[src/rtl/fifo_ctrl.sv]
// fifo_ctrl: pointer, occupancy and flag controller that turns push/pop requests into
// dual-port RAM controls for a 2^ADDR_BITS-deep FIFO. Define FIFO_CTRL_ERROR_EN for a sticky error flag.
module fifo_ctrl #(
    parameter int DATA_BITS = 8,
    parameter int ADDR_BITS = 6
) (
    input  logic                 clk,
    input  logic                 reset_L,
    input  logic                 push,
    input  logic                 pop,
    input  logic [ADDR_BITS:0]   almost_full_thr,
    input  logic [ADDR_BITS:0]   almost_empty_thr,
    output logic                 write,
    output logic                 read,
    output logic [ADDR_BITS-1:0] addr_write,
    output logic [ADDR_BITS-1:0] addr_read,
    output logic [ADDR_BITS:0]   count,
    output logic                 full,
    output logic                 empty,
    output logic                 almost_full,
    output logic                 almost_empty,
    output logic                 valid_out,
    output logic                 error
);
    localparam logic [ADDR_BITS:0]   DEPTH   = {1'b1, {ADDR_BITS{1'b0}}};
    localparam logic [ADDR_BITS-1:0] PTR_ONE = {{(ADDR_BITS-1){1'b0}}, 1'b1};
    localparam logic [ADDR_BITS:0]   CNT_ONE = {{ADDR_BITS{1'b0}}, 1'b1};

    logic [ADDR_BITS-1:0] r_wr_ptr;
    logic [ADDR_BITS-1:0] r_rd_ptr;
    logic [ADDR_BITS:0]   r_count;
    logic                 r_valid_out;
    logic                 w_write;
    logic                 w_read;
    logic                 w_unused_data_bits;

    // DATA_BITS only describes the attached memory; it is carried for pass-through.
    assign w_unused_data_bits = ^DATA_BITS;

    assign full         = (r_count == DEPTH);
    assign empty        = (r_count == '0);
    assign almost_full  = (r_count >= almost_full_thr);
    assign almost_empty = (r_count <= almost_empty_thr);

    assign w_write = push & ~full;
    assign w_read  = pop & ~empty;

    assign write      = w_write;
    assign read       = w_read;
    assign addr_write = r_wr_ptr;
    assign addr_read  = r_rd_ptr;
    assign count      = r_count;
    assign valid_out  = r_valid_out;

    always_ff @(posedge clk or negedge reset_L) begin
        if (!reset_L) begin
            r_wr_ptr    <= '0;
            r_rd_ptr    <= '0;
            r_count     <= '0;
            r_valid_out <= 1'b0;
        end else begin
            // Pointers are exactly ADDR_BITS wide, so they wrap modulo DEPTH for free.
            if (w_write) begin
                r_wr_ptr <= r_wr_ptr + PTR_ONE;
            end
            if (w_read) begin
                r_rd_ptr <= r_rd_ptr + PTR_ONE;
            end
            case ({w_write, w_read})
                2'b10:   r_count <= r_count + CNT_ONE;
                2'b01:   r_count <= r_count - CNT_ONE;
                default: r_count <= r_count;
            endcase
            r_valid_out <= w_read;
        end
    end

`ifdef FIFO_CTRL_ERROR_EN
    logic r_error;

    always_ff @(posedge clk or negedge reset_L) begin
        if (!reset_L) begin
            r_error <= 1'b0;
        end else if ((push & full) | (pop & empty)) begin
            r_error <= 1'b1;
        end
    end

    assign error = r_error;
`else
    assign error = 1'b0;
`endif

endmodule

[config.mk]
export PLATFORM = sky130hd
export DESIGN_NAME = fifo_ctrl
export DESIGN_NICKNAME = d
export VERILOG_FILES = /design/src/rtl/fifo_ctrl.sv
export SDC_FILE = /design/constraint.sdc
export NUM_CORES = 1
export LEC_CHECK = 0
export BUFFER_PORTS_ARGS = -buffer_cell sky130_fd_sc_hd__buf_4
export CORE_ASPECT_RATIO = 0.5
export CORE_MARGIN = 3
export CORE_UTILIZATION = 30
export CTS_CLUSTER_SIZE = 28
export DETAILED_ROUTE_END_ITERATION = 6
export SLEW_MARGIN = 20
export SYNTH_ARGS = -nofsm -noshare
export SYNTH_HDL_FRONTEND = slang
export SYNTH_SLANG_ARGS = --single-unit
[constraint.sdc]
create_clock -name clk -period 3.9 [get_ports clk]
set_clock_uncertainty 0.2 [all_clocks]
set_input_delay 0.585 -clock clk [delete_from_list [all_inputs] [get_ports clk]]
set_output_delay 0.585 -clock clk [all_outputs]
set_load 0.02 [all_outputs]
Yosys cells after proc, flatten, opt, wreduce, memory -nomap -nowiden

Cells that the tools add are included.

Register bits: 20

Add/subtract/negate cells: 4
Order comparisons: 2
Equal/unequal tests: 3
Multiplexer cells: 1
Bitwise logic cells: 4
Reduce and logical (&&, ||, !) cells: 2

Operator list:

| operator            | count |
|---|---|
| $pmux 7 s2          | 1 |
| $add 6x1->6 const B | 2 |
| $add 7x1->7 const B | 1 |
| $eq 7x7->1 const B  | 1 |
| $ge 7x7->1          | 1 |
| $le 7x7->1          | 1 |
| $logic_not 7->1     | 1 |
| $sub 7x1->7 const B | 1 |
| $and 1x1->1         | 2 |
| $eq 2x1->1 const B  | 1 |
| $eq 2x2->1 const B  | 1 |
| $not 1->1           | 2 |
| $reduce_bool 2->1   | 1 |

Longest topological paths before layout

Gate-level depths: netlist of run 1.

Depth after elaboration: 5
Depth in mapped cells: 10
Mapped depth without buffers: 10

Least setup slack after synthesis of run 1

OpenSTA, ideal clock, no wires.

Path kind: reg-to-reg
Start: register r_count[1], in the netlist count[1]
End: register r_count[6], in the netlist count[6]
Library setup time: 0.094 ns
Arrival time: 3.191 ns
Required time: 3.606 ns
Slack: 0.415 ns
Cell stages (with the launch flop): 10
Clock period less this slack: 3.485 ns
Cells stage by stage: dfrtp_1 or4_4 o31ai_4 inv_1 ha_1 ha_1 or4b_1 o31a_1 and2_1 a211oi_1

Cells in the longest elaborated chain, start to end: 5
Elaborated cells between the ends (all ways): 12
Those cells by class: 2 x add/sub; 3 x eq/ne; 1 x mux; 4 x bitwise; 2 x reduce/logical

Ends and longest elaborated chain:

| item                                            | line | source |
|---|---|---|
| start: declaration                              | 31   | `logic [ADDR_BITS:0] r_count;` |
| start signal: assignment                        | 70   | `2'b10: r_count <= r_count + CNT_ONE;` |
| start signal: assignment                        | 71   | `2'b01: r_count <= r_count - CNT_ONE;` |
| start signal: assignment                        | 72   | `default: r_count <= r_count;` |
| $logic_not 7->1 *                               | 41   | `assign empty = (r_count == '0);` |
| $not 1->1 *                                     | 46   | `assign w_read = pop & ~empty;` |
| $and 1x1->1 *                                   | 46   |  |
| via read                                        | 14   | `output logic read,` |
| $eq 2x1->1 or $eq 2x2->1 (tied branches)        | 69   | `case ({w_write, w_read})` |
| $pmux 7 s2 or $reduce_bool 2->1 (tied branches) | --   |  |

The timed path passes the listed nets; every way through them passes the cells marked *.
A chain may end at the register's enable or synchronous reset.

Final worst setup path of run 1

Start: register r_count[1], in the netlist count[1]
End: register r_count[6], in the netlist count[6]

Cells in the longest elaborated chain, start to end: 5
Elaborated cells between the ends (all ways): 12
Those cells by class: 2 x add/sub; 3 x eq/ne; 1 x mux; 4 x bitwise; 2 x reduce/logical

Ends and longest elaborated chain:

| item |
|---|
| branches (longest 5 deep; another with $sub 7x1->7) |

Several ways; the timed one is not identified.

==> run metrics, run 1 <==
largest driver fanout on the critical path 10; filler cell count in the final layout 468; P&R area growth vs syn 32.4%; remaining antenna violation count 0; power dissipated by switching net loads 0.000702 W; share of cell area taken by muxes after synthesis 3.11%; Worst-Skew Late Latency 0.26 ns; worst hold path type reg2reg; switching share of power 44.8%; final estimated routing congestion in global placement 0.716; Int Pwr 0.000866 W; number of max-slew violations in the final report 0; total via count in the routed design 1219; total overflow reported by the global router 0; core outline area 4590 sq um; RR Startpoint count[1]$_DFFE_PN0P_; post-layout util 42.9%; Clock Tree Buf Depth 2; hold endpoint addr_read[5]$_DFFE_PN0P_; combined area of all synthesized cells 1490 sq um; count of endpoints failing hold in the final timing report 0; Cell Area, Placed 1890 sq um; critical path's top delay family simple AND/OR/NAND/NOR gates; drt total wl 3.31 mm; filler-free cell count of the finished design 269; most prevalent standard cell on the critical path sky130_fd_sc_hd__ha_1; highest-delay cell along the critical path sky130_fd_sc_hd__or4_4; Final TNS setup 0 ns; Pwr Density 795 nW/um^2; Arrival @ worst endpoint 3.51 ns; portion of the post-synthesis area used by sequential elements 33.6%; CTS-repair resized insts 0; Seq pwr share 29.2%; result of the run finished clean; EDFF count, synth 0; critical path class reg2reg; Max-cap violations 0; input/output buffers 43; number of antenna repair diodes 0; syn nets 197; number of global-route vias before repair 1191; number of placed instances with taps included 264; Worst Reg2Reg Path Length in Cells 9; starting density of the core 32.4%; number of top-level design ports 45; Yosys reg bits 20; final critical-path required period 3.54 ns; delay contributed by the slowest stage of the critical path 0.62 ns; count leader, synth sky130_fd_sc_hd__ha_1; DRC marker count from the first detailed-route iteration 27; Core Rows 17; number of nets in the layout 245; upper clock frequency limit 0.282 GHz; worst endpoint required time 3.87 ns; cell types with the largest area share after synthesis sky130_fd_sc_hd__dfrtp_1 34%, sky130_fd_sc_hd__ha_1 18%, sky130_fd_sc_hd__inv_1 4.8%; post-synthesis cell count 156; DPL Wire Length 2.68 mm; LEAKAGE 0.987 nW; clock tree from TritonCTS built; area share of the largest cell type after synthesis 33.6%; number of distinct library cells after synthesis 41; worst reg2reg endpoint count[6]$_DFFE_PN0P_; cell depth of the worst hold path 1; compound-gate portion of the synthesized area 13.5%; fraction of synthesis flops using an asynchronous set or reset pin 100%; most used flip-flop cell after synthesis sky130_fd_sc_hd__dfrtp_1; combinational family with the most area after synthesis adder cells; root buffer cell sky130_fd_sc_hd__clkbuf_8; Setup crit start kind register; synthesis warning total 0; final cell area excluding filler cells 1970 sq um; # DRC 0; Final Worst Setup Slack 0.357 ns; H-tree depth 1; Clock Sink Count 20; clock transition time at the flip-flop clock pins of the worst setup and hold paths 0.08 ns; detailed-route wire length per cell 12.3 microns; pin count of the biggest net entering global routing 21; number of vias per cell after detailed routing 4.53; area share of xor/xnor cells in the synthesized design 7.65%; drt pass-1 iters 4; GRT Util Overall 11.5%; adder and majority cell fraction of the synthesized area 19.8%; clock network power share 13.4%; number of buffers created by CTS 3; wire length of the first global-routing pass 5.57 mm; number of antenna violations at the first check in global routing 0; critical path buffer and inverter count 1; Critical Path, Cell by Cell or4_4 > o31ai_4 > inv_1 > ha_1 > ha_1 > or4b_1 > o31a_1 > and2_1 > a211oi_1; Avg Cell Area, Syn 9.54 sq um; post-synthesis share of cell area spent on and, or, nand and nor gates 16.2%; cell taking the most area after synthesis sky130_fd_sc_hd__dfrtp_1; combinational share of power 57.5%; unrepaired setup endpoints after global routing false; vertical extent of the die 55.8 microns; Hold Path Origin addr_read[5]$_DFFE_PN0P_; x dimension of the die 106 microns; capturing element type of the critical path register; final worst path period share 90.8%; die area 5900 sq um; ratio of cells with drive above 1 in the final layout 27.1%; top cells by instance count after synthesis 22 x sky130_fd_sc_hd__ha_1, 20 x sky130_fd_sc_hd__dfrtp_1, 19 x sky130_fd_sc_hd__inv_1; final setup violation count 0; worst slack at placement 0.356 ns; VDD IR-drop max 0.253 mV; critical path launch point count[1]$_DFFE_PN0P_; worst setup slack for register-to-register paths 0.36 ns
[power by group through the flow]
stage,clock network (W),registers [W],logic [W]
floorplan,0,0.000552,0.000476
global placement,0,0.000457,0.000896
detailed placement,0,0.000463,0.000908
CTS,0.000215,0.000459,0.000914
global route,0.000224,0.000482,0.000997
finish,0.000209,0.000458,0.000901
[repair_timing]
action,4_1_cts,5_1_grt
buffers inserted,0,0
endpoints found under the hold margin,20,0
hold buffers,1,0
[cell type report]
cell class | instances | area, sq um | area share (%)
Clock buffer | 3 | 41.3 | 2.09
Clock inverter | 1 | 30.0 | 1.52
Sequential cell | 20 | 500 | 25.4
Inverter | 20 | 75.1 | 3.81
Timing Repair Buffer | 45 | 340 | 17.3
Multi-Input combinational cell | 114 | 902 | 45.7
Tap cell | 66 | 82.6 | 4.19
[per-stage QoR]
step | power (W) | hold slack, ns
5_1_grt | 0.00170 | 0.294
6_report | 0.00157 | 0.266
2_1_floorplan | 0.00103 | 0.0894
3_3_place_gp | 0.00135 | 0.257
4_1_cts | 0.00159 | 0.274
3_5_place_dp | 0.00137 | 0.264
[registers in the layout, summed over array words and instances (netlist names)]
name and count:
addr_read 6, count 7, addr_write 6, valid_out 1
[cell families (layout without fill, tap and decap cells)]
group	Yosys count	in the layout
AO/OA/AOI/OAI	30	30
XOR/XNOR	13	13
adder cells (fa/ha/maj)	23	23
buffers and inverters	22	69
flip-flops	20	20
multiplexers	4	4
other	1	1
AND/OR/NAND/NOR	43	43
[worst max-delay path by stage]
stage                           endpoint  slack [ns]  cells past startpoint
global route        count[6]$_DFFE_PN0P_        0.16                      9
finish              count[6]$_DFFE_PN0P_        0.36                      9
detailed placement  count[6]$_DFFE_PN0P_        0.36                      9
global placement    count[6]$_DFFE_PN0P_        0.47                      9
floorplan           count[6]$_DFFE_PN0P_        0.42                      9
CTS                 count[6]$_DFFE_PN0P_        0.33                      9
[placed cells by master (no fill, tap or decap), drive strengths merged, types with 2 or more instances in the layout]
cell / synthesis / routed
buf: 1 / 44
ha: 22 / 22
dfrtp: 20 / 20
inv: 20 / 20
nand2: 12 / 12
a21oi: 8 / 8
o21ai: 7 / 7
xor2: 7 / 7
nor2: 6 / 6
xnor2: 6 / 6
nand3: 4 / 4
nand4: 3 / 3
a211oi: 3 / 3
nor2b: 3 / 3
o31a: 3 / 3
clkbuf: 1 / 3
nor3: 3 / 3
a21o: 2 / 2
nor4: 2 / 2
a31oi: 2 / 2
and3: 2 / 2
mux2i: 2 / 2
o31ai: 2 / 2
mux2: 2 / 2
[layer usage]
metal  share of wire (%)  GRT usage (%)  vias up
met4                 1.0           2.77        0
met3                 2.5           2.09        4
li1                    -              -      637
met1                  47           14.9      561
met5                   0              0        -
met2                  49           20.1       17
No activity file was read; power rests on OpenSTA's default activity.
==> run 2: changes to the inputs <==
Settings changed: CORE_ASPECT_RATIO 0.5 to 0.75.
==> run 2 against run 1 <==
  * Sequential share of layout area is 0.15 points higher
  * Highest routed layer unchanged
  * Via count barely moved
  * Critical path depth unchanged
  * Largest cell class unchanged
  * First-iteration DRC count rose by 59%
  * Core utilization decreased by 0.52 points
  * Combinational power barely moved
  * Maximum frequency hardly changed
  * Clock-buffer cell count unchanged
  * Worst hold slack gained 0.0087 ns
  * Cell count fell by 3.3%
==> run metrics, run 2 (synthesized netlist as in run 1, its figures left out) <==
result of the run finished clean (unchanged); CTS-repair resized insts 0 (unchanged); H-tree depth 1 (unchanged); total met2 wirelength after detailed routing 1.37 mm (was 1.63 mm); final setup violation count 0 (unchanged); GRT Util Overall 12.6% (was 11.5%); unrepaired setup endpoints after global routing false (unchanged); number of antenna violations at the first check in global routing 0 (unchanged); number of global-route vias before repair 1202 (was 1191); drt total wl 3.33 mm (was 3.31 mm); number of max-slew violations in the final report 0 (unchanged); post-layout util 42.4% (was 42.9%); total via count in the routed design 1220 (was 1219); core outline area 4620 sq um (was 4590 sq um); post-CTS setup repair buffer count 0 (unchanged); clock tree from TritonCTS built (unchanged); Pwr Density 800 nW/um^2 (was 795 nW/um^2); upper clock frequency limit 0.282 GHz (about the same); critical path class reg2reg (unchanged); Arrival @ worst endpoint 3.51 ns (about the same); final worst path period share 90.8% (about the same); LEAKAGE 0.987 nW (about the same); DRC marker count from the first detailed-route iteration 43 (was 27); worst endpoint required time 3.87 ns (about the same); # DRC 0 (unchanged); Clock Sink Count 20 (unchanged); clock transition time at the flip-flop clock pins of the worst setup and hold paths 0.08 ns (about the same); pin count of the biggest net entering global routing 21 (unchanged); number of vias per cell after detailed routing 4.69 (was 4.53); number of nets in the layout 245 (unchanged); Clock Tree Buf Depth 2 (unchanged); starting density of the core 32.2% (was 32.4%); Final TNS setup 0 ns (unchanged); Setup crit start kind register (unchanged); wire length of the first global-routing pass 5.76 mm (was 5.57 mm); number of buffers created by CTS 3 (unchanged); top layer in use met4 (unchanged); x dimension of the die 87.3 microns (was 106 microns); commonest non-fill, non-tap cell in the layout sky130_fd_sc_hd__buf_4 (unchanged); largest driver fanout on the critical path 10 (unchanged); final estimated routing congestion in global placement 0.773 (was 0.716); wl on met1 1.68 mm (was 1.56 mm); Worst-Skew Late Latency 0.26 ns (about the same); ratio of cells with drive above 1 in the final layout 27.1% (unchanged); flip-flop count of the largest register after layout 7 (unchanged); die area 5850 sq um (was 5900 sq um); detailed-route wire length per cell 12.8 microns (was 12.3 microns); met3 wirelength from detailed routing 264 microns (was 83 microns); root buffer cell sky130_fd_sc_hd__clkbuf_8 (unchanged); VDD IR-drop max 0.347 mV (was 0.253 mV); P&R area growth vs syn 31.7% (was 32.4%); Max-cap violations 0 (unchanged); remaining antenna violation count 0 (unchanged); most used cells in the layout excluding fill and tap cells 44 x sky130_fd_sc_hd__buf_4, 22 x sky130_fd_sc_hd__ha_1, 20 x sky130_fd_sc_hd__dfrtp_1, 19 x sky130_fd_sc_hd__inv_1, 12 x sky130_fd_sc_hd__nand2_1 (unchanged); capturing element type of the critical path register (unchanged); vertical extent of the die 67.0 microns (was 55.8 microns); DPL Wire Length 2.65 mm (was 2.68 mm); number of top-level design ports 45 (unchanged); count of endpoints failing hold in the final timing report 0 (unchanged); final critical-path required period 3.54 ns (about the same); total overflow reported by the global router 0 (unchanged); worst hold path type reg2reg (unchanged); input/output buffers 43 (unchanged); drt pass-1 iters 4 (unchanged); Core Rows 21 (was 17); number of antenna repair diodes 0 (unchanged)
## run 2: cell counts in the layout (fill, tap and decap cells not counted)
No cell type changed its count.
## run 2: metrics by stage
step / total power [W] / instances / instance area, sq um / setup slack, ns / hold WS, ns
after global placement: 0.00136 / 255 / 1880 / 0.468 / 0.258
after CTS: 0.00158 / 260 / 1960 / 0.353 / 0.274
final: 0.00157 / 260 / 1960 / 0.357 / 0.275
after global routing: 0.00173 / 260 / 1960 / 0.160 / 0.309
after detailed placement: 0.00137 / 255 / 1880 / 0.371 / 0.263
after floorplan: 0.00103 / 156 / 1490 / 0.415 / 0.0894
## run 2: routing by layer
metal | vias to the layer above | global-route usage, %
met5 | - | 0
met4 | 0 | 1.15
met3 | 2 | 4.08
met2 | 32 | 19.7
met1 | 550 | 17.4
li1 | 636 | -
## run 2: path summary, 6_finish.rpt
kind | from | end | slack (ns) | depth (start not counted)
max | count[1]$_DFFE_PN0P_ | count[6]$_DFFE_PN0P_ | 0.36 | 9
min | addr_write[5]$_DFFE_PN0P_ | addr_write[5]$_DFFE_PN0P_ | 0.28 | 1
max reg2reg | count[1]$_DFFE_PN0P_ | count[6]$_DFFE_PN0P_ | 0.36 | 9
min reg2reg | addr_write[5]$_DFFE_PN0P_ | addr_write[5]$_DFFE_PN0P_ | 0.28 | 1
max in group asynchronous | reset_L | addr_read[0]$_DFFE_PN0P_ | 2.74 | 2
min in group asynchronous | reset_L | addr_read[4]$_DFFE_PN0P_ | 0.55 | 2
## run 2: power breakdown
part	total, W	internal [W]	switching, W
Sequential	0.000462	0.000310	0.000152
Combinational	0.000898	0.000417	0.000481
Clock	0.000208	0.000137	0.0000714
Total	0.00157	0.000863	0.000705
## run 2: final cells by class
type                    instances  area [sq um]
repair buffers                 45           340
inverters                      20          75.1
well taps                      57          71.3
fillers                       458          2660
flip-flops and latches         20           500
multi-input cells             114           902
clock buffers                   3          41.3
clock inverters                 1          30.0
## run 2: what timing repair did
action / in CTS / in global routing
setup endpoints to repair: 0 / 0
hold endpoints to repair: 1 / 0
hold buffers: 1 / 0
## run 2: worst max-delay path: stages (launching register included)
cell and delay [ns]:
sky130_fd_sc_hd__dfrtp_1 0.48, sky130_fd_sc_hd__or4_4 0.62, sky130_fd_sc_hd__o31ai_4 0.30, sky130_fd_sc_hd__inv_1 0.13, sky130_fd_sc_hd__ha_1 0.33, sky130_fd_sc_hd__ha_1 0.38, sky130_fd_sc_hd__or4b_1 0.52, sky130_fd_sc_hd__o31a_1 0.13
sky130_fd_sc_hd__and2_1 0.15, sky130_fd_sc_hd__a211oi_1 0.21
